### src/rtl/sle_bist.sv
// Built-in self-test engine for an SLE storage element: drives LFSR vectors through
// async-load, flop and latch phases and checks the element's Q against an internal model.
module sle_bist #(
    parameter int          N_VECTORS = 100,
    parameter logic [7:0]  LFSR_SEED = 8'hA5,
    parameter int          ERR_W     = 8
) (
    input  logic             Clk,
    input  logic             rst,
    input  logic             start,
    input  logic             Q,
    output logic             D,
    output logic             En,
    output logic             SLn,
    output logic             SD,
    output logic             ALn,
    output logic             ADn,
    output logic             LAT,
    output logic             busy,
    output logic             done,
    output logic             pass,
    output logic [ERR_W-1:0] err_count,
    output logic [1:0]       fail_phase,
    output logic [7:0]       fail_idx
);

    typedef enum logic [2:0] {
        S_IDLE, S_A_DRIVE, S_A_CHECK, S_F_DRIVE,
        S_F_CHECK, S_L_DRIVE, S_L_CHECK, S_DONE
    } state_t;

    state_t           r_state, w_state_next;
    logic [7:0]       r_lfsr, w_lfsr_next;
    logic [7:0]       r_idx, w_idx_next;
    logic             r_exp, w_exp_next;
    logic             r_d, r_en, r_sln, r_sd, r_aln, r_adn, r_lat;
    logic             w_d_next, w_en_next, w_sln_next, w_sd_next, w_aln_next, w_adn_next, w_lat_next;
    logic             r_busy, r_done, r_pass;
    logic             w_busy_next, w_done_next, w_pass_next;
    logic [ERR_W-1:0] r_err, w_err_next;
    logic [1:0]       r_fail_phase, w_fail_phase_next;
    logic [7:0]       r_fail_idx, w_fail_idx_next;

    logic [7:0]       w_lfsr_step;
    logic             w_vec_exp, w_chk_exp, w_mismatch, w_last_vec, w_in_check;
    logic [ERR_W-1:0] w_err_upd;
    logic [1:0]       w_chk_phase;
    logic [7:0]       w_chk_idx;

    // Fibonacci LFSR, x^8+x^6+x^5+x^4+1
    assign w_lfsr_step = {r_lfsr[6:0], r_lfsr[7] ^ r_lfsr[5] ^ r_lfsr[4] ^ r_lfsr[3]};
    assign w_vec_exp   = r_en ? (r_sln ? r_d : r_sd) : r_exp;
    assign w_chk_exp   = (r_state == S_A_CHECK) ? ~r_adn : w_vec_exp;
    assign w_mismatch  = (Q != w_chk_exp);
    assign w_last_vec  = (r_idx == 8'(N_VECTORS - 1));
    assign w_in_check  = (r_state == S_A_CHECK) || (r_state == S_F_CHECK) || (r_state == S_L_CHECK);
    assign w_err_upd   = (w_mismatch && (r_err != '1)) ? r_err + ERR_W'(1) : r_err;
    assign w_chk_phase = (r_state == S_A_CHECK) ? 2'd0 : (r_state == S_F_CHECK) ? 2'd1 : 2'd2;
    assign w_chk_idx   = (r_state == S_A_CHECK) ? 8'd0 : r_idx;

    always_ff @(posedge Clk) begin
        if (rst) begin
            r_state      <= S_IDLE;
            r_lfsr       <= LFSR_SEED;
            r_idx        <= 8'd0;
            r_exp        <= 1'b0;
            r_d          <= 1'b0;
            r_en         <= 1'b0;
            r_sln        <= 1'b0;
            r_sd         <= 1'b0;
            r_aln        <= 1'b1;
            r_adn        <= 1'b0;
            r_lat        <= 1'b0;
            r_busy       <= 1'b0;
            r_done       <= 1'b0;
            r_pass       <= 1'b0;
            r_err        <= '0;
            r_fail_phase <= 2'd3;
            r_fail_idx   <= 8'd0;
        end else begin
            r_state      <= w_state_next;
            r_lfsr       <= w_lfsr_next;
            r_idx        <= w_idx_next;
            r_exp        <= w_exp_next;
            r_d          <= w_d_next;
            r_en         <= w_en_next;
            r_sln        <= w_sln_next;
            r_sd         <= w_sd_next;
            r_aln        <= w_aln_next;
            r_adn        <= w_adn_next;
            r_lat        <= w_lat_next;
            r_busy       <= w_busy_next;
            r_done       <= w_done_next;
            r_pass       <= w_pass_next;
            r_err        <= w_err_next;
            r_fail_phase <= w_fail_phase_next;
            r_fail_idx   <= w_fail_idx_next;
        end
    end

    always_comb begin
        w_state_next      = r_state;
        w_lfsr_next       = r_lfsr;
        w_idx_next        = r_idx;
        w_exp_next        = r_exp;
        w_d_next          = r_d;
        w_en_next         = r_en;
        w_sln_next        = r_sln;
        w_sd_next         = r_sd;
        w_aln_next        = r_aln;
        w_adn_next        = r_adn;
        w_lat_next        = r_lat;
        w_busy_next       = r_busy;
        w_done_next       = r_done;
        w_pass_next       = r_pass;
        w_err_next        = r_err;
        w_fail_phase_next = r_fail_phase;
        w_fail_idx_next   = r_fail_idx;

        // Only the first mismatch of a run records its location
        if (w_in_check) begin
            w_err_next = w_err_upd;
            if (w_mismatch && (r_fail_phase == 2'd3)) begin
                w_fail_phase_next = w_chk_phase;
                w_fail_idx_next   = w_chk_idx;
            end
        end

        case (r_state)
            S_IDLE, S_DONE: begin
                if (start) begin
                    w_lfsr_next       = LFSR_SEED;
                    w_err_next        = '0;
                    w_done_next       = 1'b0;
                    w_pass_next       = 1'b0;
                    w_fail_phase_next = 2'd3;
                    w_fail_idx_next   = 8'd0;
                    w_busy_next       = 1'b1;
                    w_aln_next        = 1'b0;
                    w_adn_next        = LFSR_SEED[4];
                    w_lat_next        = 1'b0;
                    w_idx_next        = 8'd0;
                    w_state_next      = S_A_DRIVE;
                end else if (r_state == S_DONE) begin
                    w_state_next = S_IDLE;
                end
            end
            S_A_DRIVE: w_state_next = S_A_CHECK;
            S_A_CHECK: begin
                w_exp_next   = ~r_adn;
                w_aln_next   = 1'b1;
                w_lat_next   = 1'b0;
                w_lfsr_next  = w_lfsr_step;
                w_d_next     = w_lfsr_step[0];
                w_en_next    = w_lfsr_step[1];
                w_sln_next   = w_lfsr_step[2];
                w_sd_next    = w_lfsr_step[3];
                w_adn_next   = w_lfsr_step[4];
                w_idx_next   = 8'd0;
                w_state_next = S_F_DRIVE;
            end
            S_F_DRIVE: w_state_next = S_F_CHECK;
            S_L_DRIVE: w_state_next = S_L_CHECK;
            S_F_CHECK, S_L_CHECK: begin
                w_exp_next  = w_vec_exp;
                w_lfsr_next = w_lfsr_step;
                w_d_next    = w_lfsr_step[0];
                w_en_next   = w_lfsr_step[1];
                w_sln_next  = w_lfsr_step[2];
                w_sd_next   = w_lfsr_step[3];
                w_adn_next  = w_lfsr_step[4];
                if (!w_last_vec) begin
                    w_idx_next   = r_idx + 8'd1;
                    w_state_next = (r_state == S_F_CHECK) ? S_F_DRIVE : S_L_DRIVE;
                end else if (r_state == S_F_CHECK) begin
                    w_idx_next   = 8'd0;
                    w_lat_next   = 1'b1;
                    w_state_next = S_L_DRIVE;
                end else begin
                    w_idx_next   = 8'd0;
                    w_en_next    = 1'b0;
                    w_busy_next  = 1'b0;
                    w_done_next  = 1'b1;
                    w_pass_next  = (w_err_upd == '0);
                    w_state_next = S_DONE;
                end
            end
            default: w_state_next = S_IDLE;
        endcase
    end

    assign D          = r_d;
    assign En         = r_en;
    assign SLn        = r_sln;
    assign SD         = r_sd;
    assign ALn        = r_aln;
    assign ADn        = r_adn;
    assign LAT        = r_lat;
    assign busy       = r_busy;
    assign done       = r_done;
    assign pass       = r_pass;
    assign err_count  = r_err;
    assign fail_phase = r_fail_phase;
    assign fail_idx   = r_fail_idx;

endmodule

### config.mk
export PLATFORM = sky130hd
export DESIGN_NAME = sle_bist
export DESIGN_NICKNAME = d
export VERILOG_FILES = /design/src/rtl/sle_bist.sv
export SDC_FILE = /design/constraint.sdc
export NUM_CORES = 1
export LEC_CHECK = 0
export BUFFER_PORTS_ARGS = -buffer_cell sky130_fd_sc_hd__buf_2
export CELL_PAD_IN_SITES_DETAIL_PLACEMENT = 0
export CELL_PAD_IN_SITES_GLOBAL_PLACEMENT = 2
export CORE_ASPECT_RATIO = 1.75
export CORE_UTILIZATION = 25
export CTS_CLUSTER_DIAMETER = 120
export DETAILED_ROUTE_END_ITERATION = 16
export MAX_ROUTING_LAYER = met4
export PLACE_DENSITY_LB_ADDON = 0.1
export SLEW_MARGIN = 20
export SYNTH_ARGS = -nofsm -noshare
export SYNTH_HDL_FRONTEND = slang
export SYNTH_SLANG_ARGS = --single-unit
### constraint.sdc
create_clock -name Clk -period 2.2 [get_ports Clk]
set_clock_uncertainty 0.05 [all_clocks]
set_input_delay 0.22 -clock Clk [delete_from_list [all_inputs] [get_ports Clk]]
set_output_delay 0.22 -clock Clk [all_outputs]
set_load 0.1 [all_outputs]
==> results.toml, run 1 <==
[clock_tree]
clk_pin_slew_worst_paths_ns = 0.07
worstSkewPairLatency_ns = 0.29
cts_tree = "done"
numCtsBuffers = 5
clockRootBuffer = "sky130_fd_sc_hd__clkbuf_16"
cts_max_level = 2
clock-sinks = 47
clk_path_buf_depth = 2

[critical_path]
crit_path_end = "fail_phase[1]"
rrSetupSlack_ns = 0.02
timing.setup.critical_path_class = "flop to flop"
required_time_of_the_critical_path_ns = 2.33
setup.worst_path.start = "r_state[2]"
worstPathArrival_ns = 2.31
r2r.worst_path.cells = 8
worst_r2r_startpoint = "r_state[2]"
timing.critical_path.from_type = "flop"
critPathCaptureType = "flop"
critical_path_peak_fanout = 5
timing.rr.end = "fail_phase[1]"

[route]
routed_wl_um = 6590
via_count_normalized_by_instance_count = 4.68
drtAntennaViolNets = 0
detailroute.via_count = 2075
drcViolationCount = 0
dr.pass1.iters = 4
routed_wire_length_per_instance_um = 14.9
initialDrtViolationCount = 71

[placement]
dp.final_hpwl_um = 4780
finalWeightedCongestion = 0.735
io_buffer_count = 31
place.detailed.instances = 428

[die]
io_pins = 32
die_w_um = 72.9
die_h_um = 126
start_util = 0.255
fp-row-count = 45
die-area_sq_um = 9200
coreArea_sq_um = 8610

[synthesis]
total_of_flip_flops_plus_latches_after_synthesis = 47
synth.distinct_cells = 47
async_flop_share = 0
avgSynthCellArea_sq_um = 8.18
synthesis.yosys.warnings = 0
postSynthNetCount = 275
postSynthCellCount = 269
library_cell_with_the_largest_summed_area_after_synthesis = "sky130_fd_sc_hd__dfxtp_1"
number_of_enable_type_register_cells_in_the_synthesized_netlist = 0
synthDominantCellAreaShare = 0.428
ys_dominant_reg_cell = "sky130_fd_sc_hd__dfxtp_1"
netlist_area_sq_um = 2200
yosys-top-cells-area = "sky130_fd_sc_hd__dfxtp_1 (43%), sky130_fd_sc_hd__a21oi_1 (6.6%), sky130_fd_sc_hd__nor2_1 (5.5%), sky130_fd_sc_hd__nand3_1 (4.5%), sky130_fd_sc_hd__nand2_1 (4.4%)"
synth-seq-area-share = 0.428

[run_status]
outcome = "finished, final reports clean"

[sta]
min_period_over_period = 0.992
period_minus_slack_ns = 2.18
worst-slew-pin-transition_ns = 0.497
slew_headroom = 0.671
achievable-frequency_mhz = 458
timing.setup.tns_ns = 0
final_report_hold_violation_count = 0
rsz0062_at_grt = "true"
timing.final.max_slew_violations = 0
finalSetupViolCount = 0

[finish]
final_layout_size_suffix_gt1_frac = 0.316
fin_util = 0.343
insertedDiodeCount = 0
stdcell_count = 443
fin_nets = 331
area_growth_syn_to_layout_pct = 34.1

[hold_path]
hold_path_class = "input port to flop"

[power]
totalPowerFinal_mw = 2.59
peakVddDrop_uv = 455
power_density_nw_per_um2 = 877
p_leak_nw = 1.14

[global_route]
global_route_wire_length_before_repair_um = 10400
grt_overflow = 0
grt_pass1_vias = 2000
grt_util_all_layers = 0.155
initial_antenna_violation_count = 0
largest_net_degree_at_the_start_of_global_routing = 23

[run]
max_cap_viol_count = 0
[final cells by class]
cell class	count	area [sq um]
clock buffer	7	143
clock inverter	1	8.76
fill	932	5660
inverter	2	7.51
multi-input combinational	206	1280
sequential	47	967
tap	117	146
timing repair buffer	63	400
[power breakdown]
part / switching, mW / internal [mW] / leakage [nW] / total [mW]
Clock: 0.337 / 0.456 / 0.0741 / 0.793
Combinational: 0.513 / 0.310 / 0.681 / 0.823
Sequential: 0.0550 / 0.917 / 0.389 / 0.972
[routing by layer]
metal | GRT usage | up-vias | part of all wire | wire [um]
li1 | - | 1063 | - | -
met1 | 0.163 | 980 | 0.40 | 2640
met2 | 0.279 | 26 | 0.56 | 3680
met3 | 0.0272 | 6 | 0.024 | 161
met4 | 0.0588 | 0 | 0.015 | 102
met5 | - | - | 0 | 0
[sequential cells by signal (all words and copies together) (netlist names), 2 cells and up]
signal      count
r_idx           8
r_state         3
r_lfsr          8
fail_phase      2
err_count       8
fail_idx        8
[synthesized netlist by cell type, types with 6 or more instances]
cell / instances
sky130_fd_sc_hd__a21oi_1: 29
sky130_fd_sc_hd__and2_1: 6
sky130_fd_sc_hd__clkbuf_1: 7
sky130_fd_sc_hd__dfxtp_1: 47
sky130_fd_sc_hd__nand2_1: 26
sky130_fd_sc_hd__nand2b_1: 6
sky130_fd_sc_hd__nand3_1: 20
sky130_fd_sc_hd__nor2_1: 32
sky130_fd_sc_hd__nor3_1: 9
sky130_fd_sc_hd__nor4_1: 7
sky130_fd_sc_hd__o21ai_0: 6
sky130_fd_sc_hd__or3_1: 7
sky130_fd_sc_hd__xor2_1: 8
[through the flow]
| stage | worst slack, ns | cell area, sq um | hold WS (ns) |
|---|---|---|---|
| floorplan | -0.0630 | 2250 | 0.385 |
| global placement | -0.176 | 2670 | 0.389 |
| detailed placement | -0.231 | 2670 | 0.395 |
| CTS | 0.00631 | 2850 | 0.292 |
| global route | -0.0464 | 2950 | 0.320 |
| finish | 0.0170 | 2950 | 0.292 |
[cells by family (layout without fill, tap and decap cells)]
| family | Yosys count | in the layout | share of synthesized area |
|---|---|---|---|
| simple gates | 128 | 129 | 0.297 |
| compound gates | 58 | 58 | 0.161 |
| flops | 47 | 47 | 0.428 |
| buf+inv | 17 | 73 | 0.0335 |
| xor+xnor | 13 | 13 | 0.0517 |
| mux | 4 | 4 | 0.0182 |
| fa+ha+maj | 2 | 2 | 0.0114 |
[worst max-delay path: stages (launching register included)]
cell and delay (ns):
sky130_fd_sc_hd__dfxtp_2 0.34, sky130_fd_sc_hd__or3b_4 0.43, sky130_fd_sc_hd__buf_4 0.15, sky130_fd_sc_hd__nand2_2 0.06, sky130_fd_sc_hd__nand2_1 0.08, sky130_fd_sc_hd__or4b_4 0.57, sky130_fd_sc_hd__buf_6 0.16, sky130_fd_sc_hd__o31ai_2 0.17
sky130_fd_sc_hd__nand2_1 0.06
[timing repair]
action	in CTS	in global routing
setup buffers	0	5
pin swaps	0	5
setup endpoints to repair	18	6
hold buffers	0	0
resized for setup	7	14
gates cloned	0	2
[placed cells by master (no fill, tap or decap), types with 6 or more instances in the layout]
cell	synthesis	layout
sky130_fd_sc_hd__buf_4	1	29
sky130_fd_sc_hd__dfxtp_1	47	34
sky130_fd_sc_hd__buf_2	5	32
sky130_fd_sc_hd__xor2_1	8	8
sky130_fd_sc_hd__nand2b_1	6	6
sky130_fd_sc_hd__nor2_1	32	32
sky130_fd_sc_hd__dfxtp_2	0	9
sky130_fd_sc_hd__nor3_1	9	8
sky130_fd_sc_hd__a21oi_1	29	28
sky130_fd_sc_hd__nand3_1	20	20
sky130_fd_sc_hd__and2_1	6	6
sky130_fd_sc_hd__or3_1	7	6
sky130_fd_sc_hd__nand2_1	26	25
[worst min path at each step]
stage                     start          end  slack, ns  cells past startpoint
floorplan             r_lfsr[1]          SLn       0.39                      2
global placement    fail_idx[3]  fail_idx[3]       0.39                      2
CTS                         rst     r_idx[1]       0.29                      2
global route                rst   r_state[1]       0.32                      2
detailed placement  fail_idx[5]  fail_idx[5]       0.39                      2
finish                      rst   r_state[1]       0.29                      2
Power figures use the tool's default switching activity.
==> inputs of run 2 (changes only) <==
clock period = 2.34 ns   (was 2.2 ns; I/O delays follow)
==> run 2 against run 1 <==
Against the previous run:
- routed wire length fell by 6.5%
- register-to-register slack improved by 0.08 ns
- hold slack improved by 0.055 ns
- final area is 5.0% lower
- first-iteration DRC count rose by 14%
- critical path depth is 2 lower
- sequential share of layout area up 1.5 points
- via count shrank 3.1%
- critical endpoint is now err_count[3]
==> results.toml, run 2 (synthesis results as in run 1) <==
[run_status]
outcome = "finished, final reports clean"

[global_route]
initial_antenna_violation_count = 0
global_route_wire_length_before_repair_um = 10200
grt_util_all_layers = 0.150
grt_overflow = 0
grt_pass1_vias = 2019
largest_net_degree_at_the_start_of_global_routing = 28

[power]
swShare = 0.355
peakVddDrop_uv = 489
seq_power_share = 0.391
switching_power_mw = 0.822
power_density_nw_per_um2 = 826
p_leak_nw = 1.09
totalPowerFinal_mw = 2.32
part_of_the_power_in_combinational_logic = 0.299
internal_power_mw = 1.49
power_frac_clock = 0.310

[critical_path]
rrSetupSlack_ns = 0.10
worstPathArrival_ns = 2.41
timing.setup.critical_path_class = "flop to flop"
timing.rr.end = "err_count[3]"
critical_path_peak_fanout = 11
timing.critical_path.from_type = "flop"
setup.worst_path.start = "SLn"
critPathCaptureType = "flop"
required_time_of_the_critical_path_ns = 2.51
worst_r2r_startpoint = "SLn"
r2r.worst_path.cells = 6

[sta]
rsz0062_at_grt = "false"
slew_headroom = 0.536
timing.setup.tns_ns = 0
final_critical_path_setup_slack_ns = 0.101
achievable-frequency_mhz = 447
min_period_over_period = 0.957
timing.hold.ws_ns = 0.347
period_minus_slack_ns = 2.24
finalSetupViolCount = 0
final_report_hold_violation_count = 0
worst-slew-pin-transition_ns = 0.693
timing.final.max_slew_violations = 0

[finish]
design_area_sq_um = 2800
fin_util = 0.325
area_used_by_multi_input_combinational_logic_sq_um = 1220
area_growth_syn_to_layout_pct = 27.3
final_layout_size_suffix_gt1_frac = 0.261
layout.cells.most_common = "sky130_fd_sc_hd__dfxtp_1"
insertedDiodeCount = 0
most-common-layout-cells = "sky130_fd_sc_hd__dfxtp_1 (37), sky130_fd_sc_hd__nor2_1 (32), sky130_fd_sc_hd__buf_2 (31)"
nFillCells = 952
final-seq-area_sq_um = 961
stdcell_count = 431
fin_nets = 319

[die]
fp-row-count = 45
die_w_um = 72.9
start_util = 0.255
coreArea_sq_um = 8610
die-area_sq_um = 9200
io_pins = 32
die_h_um = 126

[route]
routed_wl_um = 6160
routed_wire_length_per_instance_um = 14.3
via_count_normalized_by_instance_count = 4.67
drtAntennaViolNets = 0
dr.pass1.iters = 4
initialDrtViolationCount = 81
drcViolationCount = 0
detailroute.via_count = 2011

[clock_tree]
clk_path_buf_depth = 2
clock-sinks = 47
clk_pin_slew_worst_paths_ns = 0.07
postCtsSetupRepairBufs = 0
cts_max_level = 2
cts_tree = "done"
numCtsBuffers = 5
worstSkewPairLatency_ns = 0.29
clockRootBuffer = "sky130_fd_sc_hd__clkbuf_16"

[run]
max_cap_viol_count = 0

[placement]
io_buffer_count = 31
post_dp_cell_area_sq_um = 2630
finalWeightedCongestion = 0.736
dp_slack_ns = -0.209
place.detailed.instances = 423
dp.final_hpwl_um = 4560

[hold_path]
min_from = "rst"
holdPathEnd = "done"
hold_path_class = "input port to flop"
timing.hold.worst_path_depth = 2
[run 2: power groups by stage]
stage / Sequential [mW] / Combinational (mW) / Clock (mW)
6_report: 0.905 / 0.692 / 0.717
5_1_grt: 0.913 / 0.756 / 0.774
4_1_cts: 0.906 / 0.699 / 0.754
3_5_place_dp: 0.922 / 0.679 / 0
3_3_place_gp: 0.922 / 0.674 / 0
2_1_floorplan: 1.07 / 0.320 / 0
[run 2: timing repair]
item | CTS | global route
endpoints found under the setup margin | 17 | 4
gates resized for setup | 6 | 1
pin swaps | 0 | 0
hold buffers | 0 | 0
[run 2: area by class of cell]
cell class                 instances  share of cell area
inverter                           2             0.00268
timing repair buffer              52               0.116
clock inverter                     3             0.00670
clock buffer                       5              0.0446
multi-input combinational        205               0.435
sequential                        47               0.343
tap                              117              0.0522
[run 2: per-layer routing]
layer / wire [um] / GRT usage / part of all wire
met1: 2540 / 0.159 / 0.41
met2: 3240 / 0.261 / 0.53
met3: 193 / 0.0296 / 0.031
met4: 186 / 0.0715 / 0.030
met5: 0 / - / 0
[run 2: how the worst max path moves through the flow]
stage | endpoint | slack, ns | depth (start not counted)
final | err_count[3] | 0.10 | 6
after global routing | err_count[7] | 0.006 | 6
after CTS | fail_phase[1] | 0.02 | 7
after detailed placement | err_count[3] | -0.21 | 7
after global placement | err_count[3] | -0.12 | 7
after floorplan | fail_phase[1] | -0.04 | 8
[run 2: critical path, cell delays in order, from the launching register on]
cell	delay [ns]
sky130_fd_sc_hd__dfxtp_4	0.35
sky130_fd_sc_hd__mux2i_2	0.17
sky130_fd_sc_hd__a211oi_1	0.35
sky130_fd_sc_hd__nor3_2	0.19
sky130_fd_sc_hd__or4_4	0.57
sky130_fd_sc_hd__or3_1	0.36
sky130_fd_sc_hd__a21oi_1	0.14
==> inputs of run 3 (changes only) <==
SLEW_MARGIN = 40   (was 20)
clock period = 1.9 ns   (was 2.34 ns; I/O delays follow)
==> run 3 against run 2 <==
Against the previous run:
- the flow now finishes with violations (setup timing)
- cell count is 7.2% higher
- die area did not move
- power is 39% higher
- setup slack worse by 0.32 ns
- final area up 16%
- critical path depth did not move
- sequential cell count unchanged
- clock power is 41% higher
- clock-buffer cell count up 1
==> results.toml, run 3 (synthesis results as in run 1) <==
[run_status]
outcome = "finished, violations left"
failed_checks = "setup timing"

[critical_path]
path_buf_inv = 0
worstPathArrival_ns = 2.29
critical_path_peak_fanout = 6
cp_slowest_stage_delay_ns = 0.56
timing.critical_path.cells = "or3b_4 > nor2_4 > nor3_4 > or4_4 > or3_4 > a21oi_2"
critPathCaptureType = "flop"
required_time_of_the_critical_path_ns = 2.07
worst_path_top_cell_family_by_delay = "simple AND/OR/NAND/NOR gates"
critical-path-slowest-cell = "sky130_fd_sc_hd__or4_4"
timing.setup.critical_path_class = "flop to flop"
timing.critical_path.from_type = "flop"

[die]
die_h_um = 126
coreArea_sq_um = 8610
start_util = 0.255
die-area_sq_um = 9200
fp-row-count = 45
io_pins = 32
die_w_um = 72.9

[power]
part_of_the_power_in_combinational_logic = 0.340
swShare = 0.342
peakVddDrop_uv = 449
p_leak_nw = 1.28
switching_power_mw = 1.10
power_frac_clock = 0.313
power_density_nw_per_um2 = 992
seq_power_share = 0.347
internal_power_mw = 2.12

[placement]
dp_slack_ns = -0.386
dp.final_hpwl_um = 4830
io_buffer_count = 31
place.detailed.instances = 444
finalWeightedCongestion = 0.749

[sta]
final_critical_path_setup_slack_ns = -0.221
achievable-frequency_mhz = 471
worst-slew-pin-transition_ns = 0.500
slew_headroom = 0.667
rsz0062_at_grt = "true"
timing.hold.ws_ns = 0.299
min_period_over_period = 1.12
timing.final.max_slew_violations = 0
finalSetupViolCount = 15
period_minus_slack_ns = 2.12
final_report_hold_violation_count = 0

[route]
routed_wire_length_per_instance_um = 14.5
drcViolationCount = 0
detailroute.via_count = 2146
initialDrtViolationCount = 67
via_count_normalized_by_instance_count = 4.65
dr.pass1.iters = 4
top_layer_used = "met4"
routed_wl_um = 6700
met3_layer_wire_length_in_the_routed_design_um = 142
route.met2.wl_um = 3750
met1_length_um = 2720
drtAntennaViolNets = 0

[hold_path]
hold_path_class = "input port to flop"

[global_route]
grt_pass1_vias = 2033
grt_overflow = 0
grt_util_all_layers = 0.156
global_route_wire_length_before_repair_um = 10500
largest_net_degree_at_the_start_of_global_routing = 28
initial_antenna_violation_count = 0

[finish]
fin_util = 0.377
layout.cells.most_common = "sky130_fd_sc_hd__buf_4"
area_growth_syn_to_layout_pct = 47.5
fin_nets = 350
final_layout_size_suffix_gt1_frac = 0.400
stdcell_count = 462
nFillCells = 939
most-common-layout-cells = "sky130_fd_sc_hd__buf_4 (47), sky130_fd_sc_hd__dfxtp_1 (33), sky130_fd_sc_hd__nor2_1 (32)"
insertedDiodeCount = 0

[clock_tree]
cts_tree = "done"
numCtsBuffers = 5
clock-sinks = 47
clockRootBuffer = "sky130_fd_sc_hd__clkbuf_16"
cts_max_level = 2
clk_path_buf_depth = 2
cts_hold_buffers = 0
worstSkewPairLatency_ns = 0.29
clk_pin_slew_worst_paths_ns = 0.07

[run]
max_cap_viol_count = 0
[run 3: cell count changes in the layout (fill, tap and decap cells not counted), moves of 4 or more]
cell / change
sky130_fd_sc_hd__nor4_1: -4
sky130_fd_sc_hd__nand3_1: -8
sky130_fd_sc_hd__dfxtp_1: -4
sky130_fd_sc_hd__buf_4: +27
sky130_fd_sc_hd__nand3_2: +8
[run 3: final timing paths]
check,slack (ns),to,start,depth (start not counted)
worst max-delay path,-0.22,err_count[3],r_state[0],6
worst min-delay path,0.30,En,rst,2
worst max register to register,-0.22,err_count[3],r_state[0],6
worst min register to register,0.40,fail_idx[6],fail_idx[6],2
[run 3: what timing repair did]
| action | in CTS | in global routing |
|---|---|---|
| endpoints found under the setup margin | 18 | 18 |
| buffers inserted | 6 | 4 |
| gates cloned | 1 | 0 |
| pin swaps | 5 | 22 |
| gates resized for setup | 19 | 30 |
[run 3: final cells by class]
type | count | area [sq um] | share of cell area
Inverter | 2 | 7.51 | 0.00231
Timing Repair Buffer | 82 | 564 | 0.174
Clock buffer | 6 | 129 | 0.0397
Multi-Input combinational cell | 206 | 1390 | 0.429
Clock inverter | 2 | 37.5 | 0.0116
Sequential cell | 47 | 968 | 0.298
Tap cell | 117 | 146 | 0.0451
[run 3: layer usage]
| layer | up-vias | global-route usage |
|---|---|---|
| met5 | - | - |
| met4 | 0 | 0.0484 |
| met3 | 6 | 0.0224 |
| met2 | 24 | 0.279 |
| met1 | 1020 | 0.173 |
| li1 | 1096 | - |
[run 3: power groups by stage]
stage	logic, mW	registers [mW]	clock network (mW)
floorplan	0.420	1.32	0
global placement	0.886	1.13	0
detailed placement	0.890	1.13	0
CTS	1.02	1.11	1.04
global route	1.19	1.13	1.08
finish	1.10	1.12	1.01
[run 3: per-stage QoR]
stage / power, mW / cell area (sq um) / TNS (ns)
finish: 3.22 / 3250 / -1.64
floorplan: 1.74 / 2250 / -4.59
detailed placement: 2.02 / 2790 / -4.08
CTS: 3.18 / 3100 / -2.93
global placement: 2.02 / 2790 / -6.81
global route: 3.39 / 3250 / -3.22
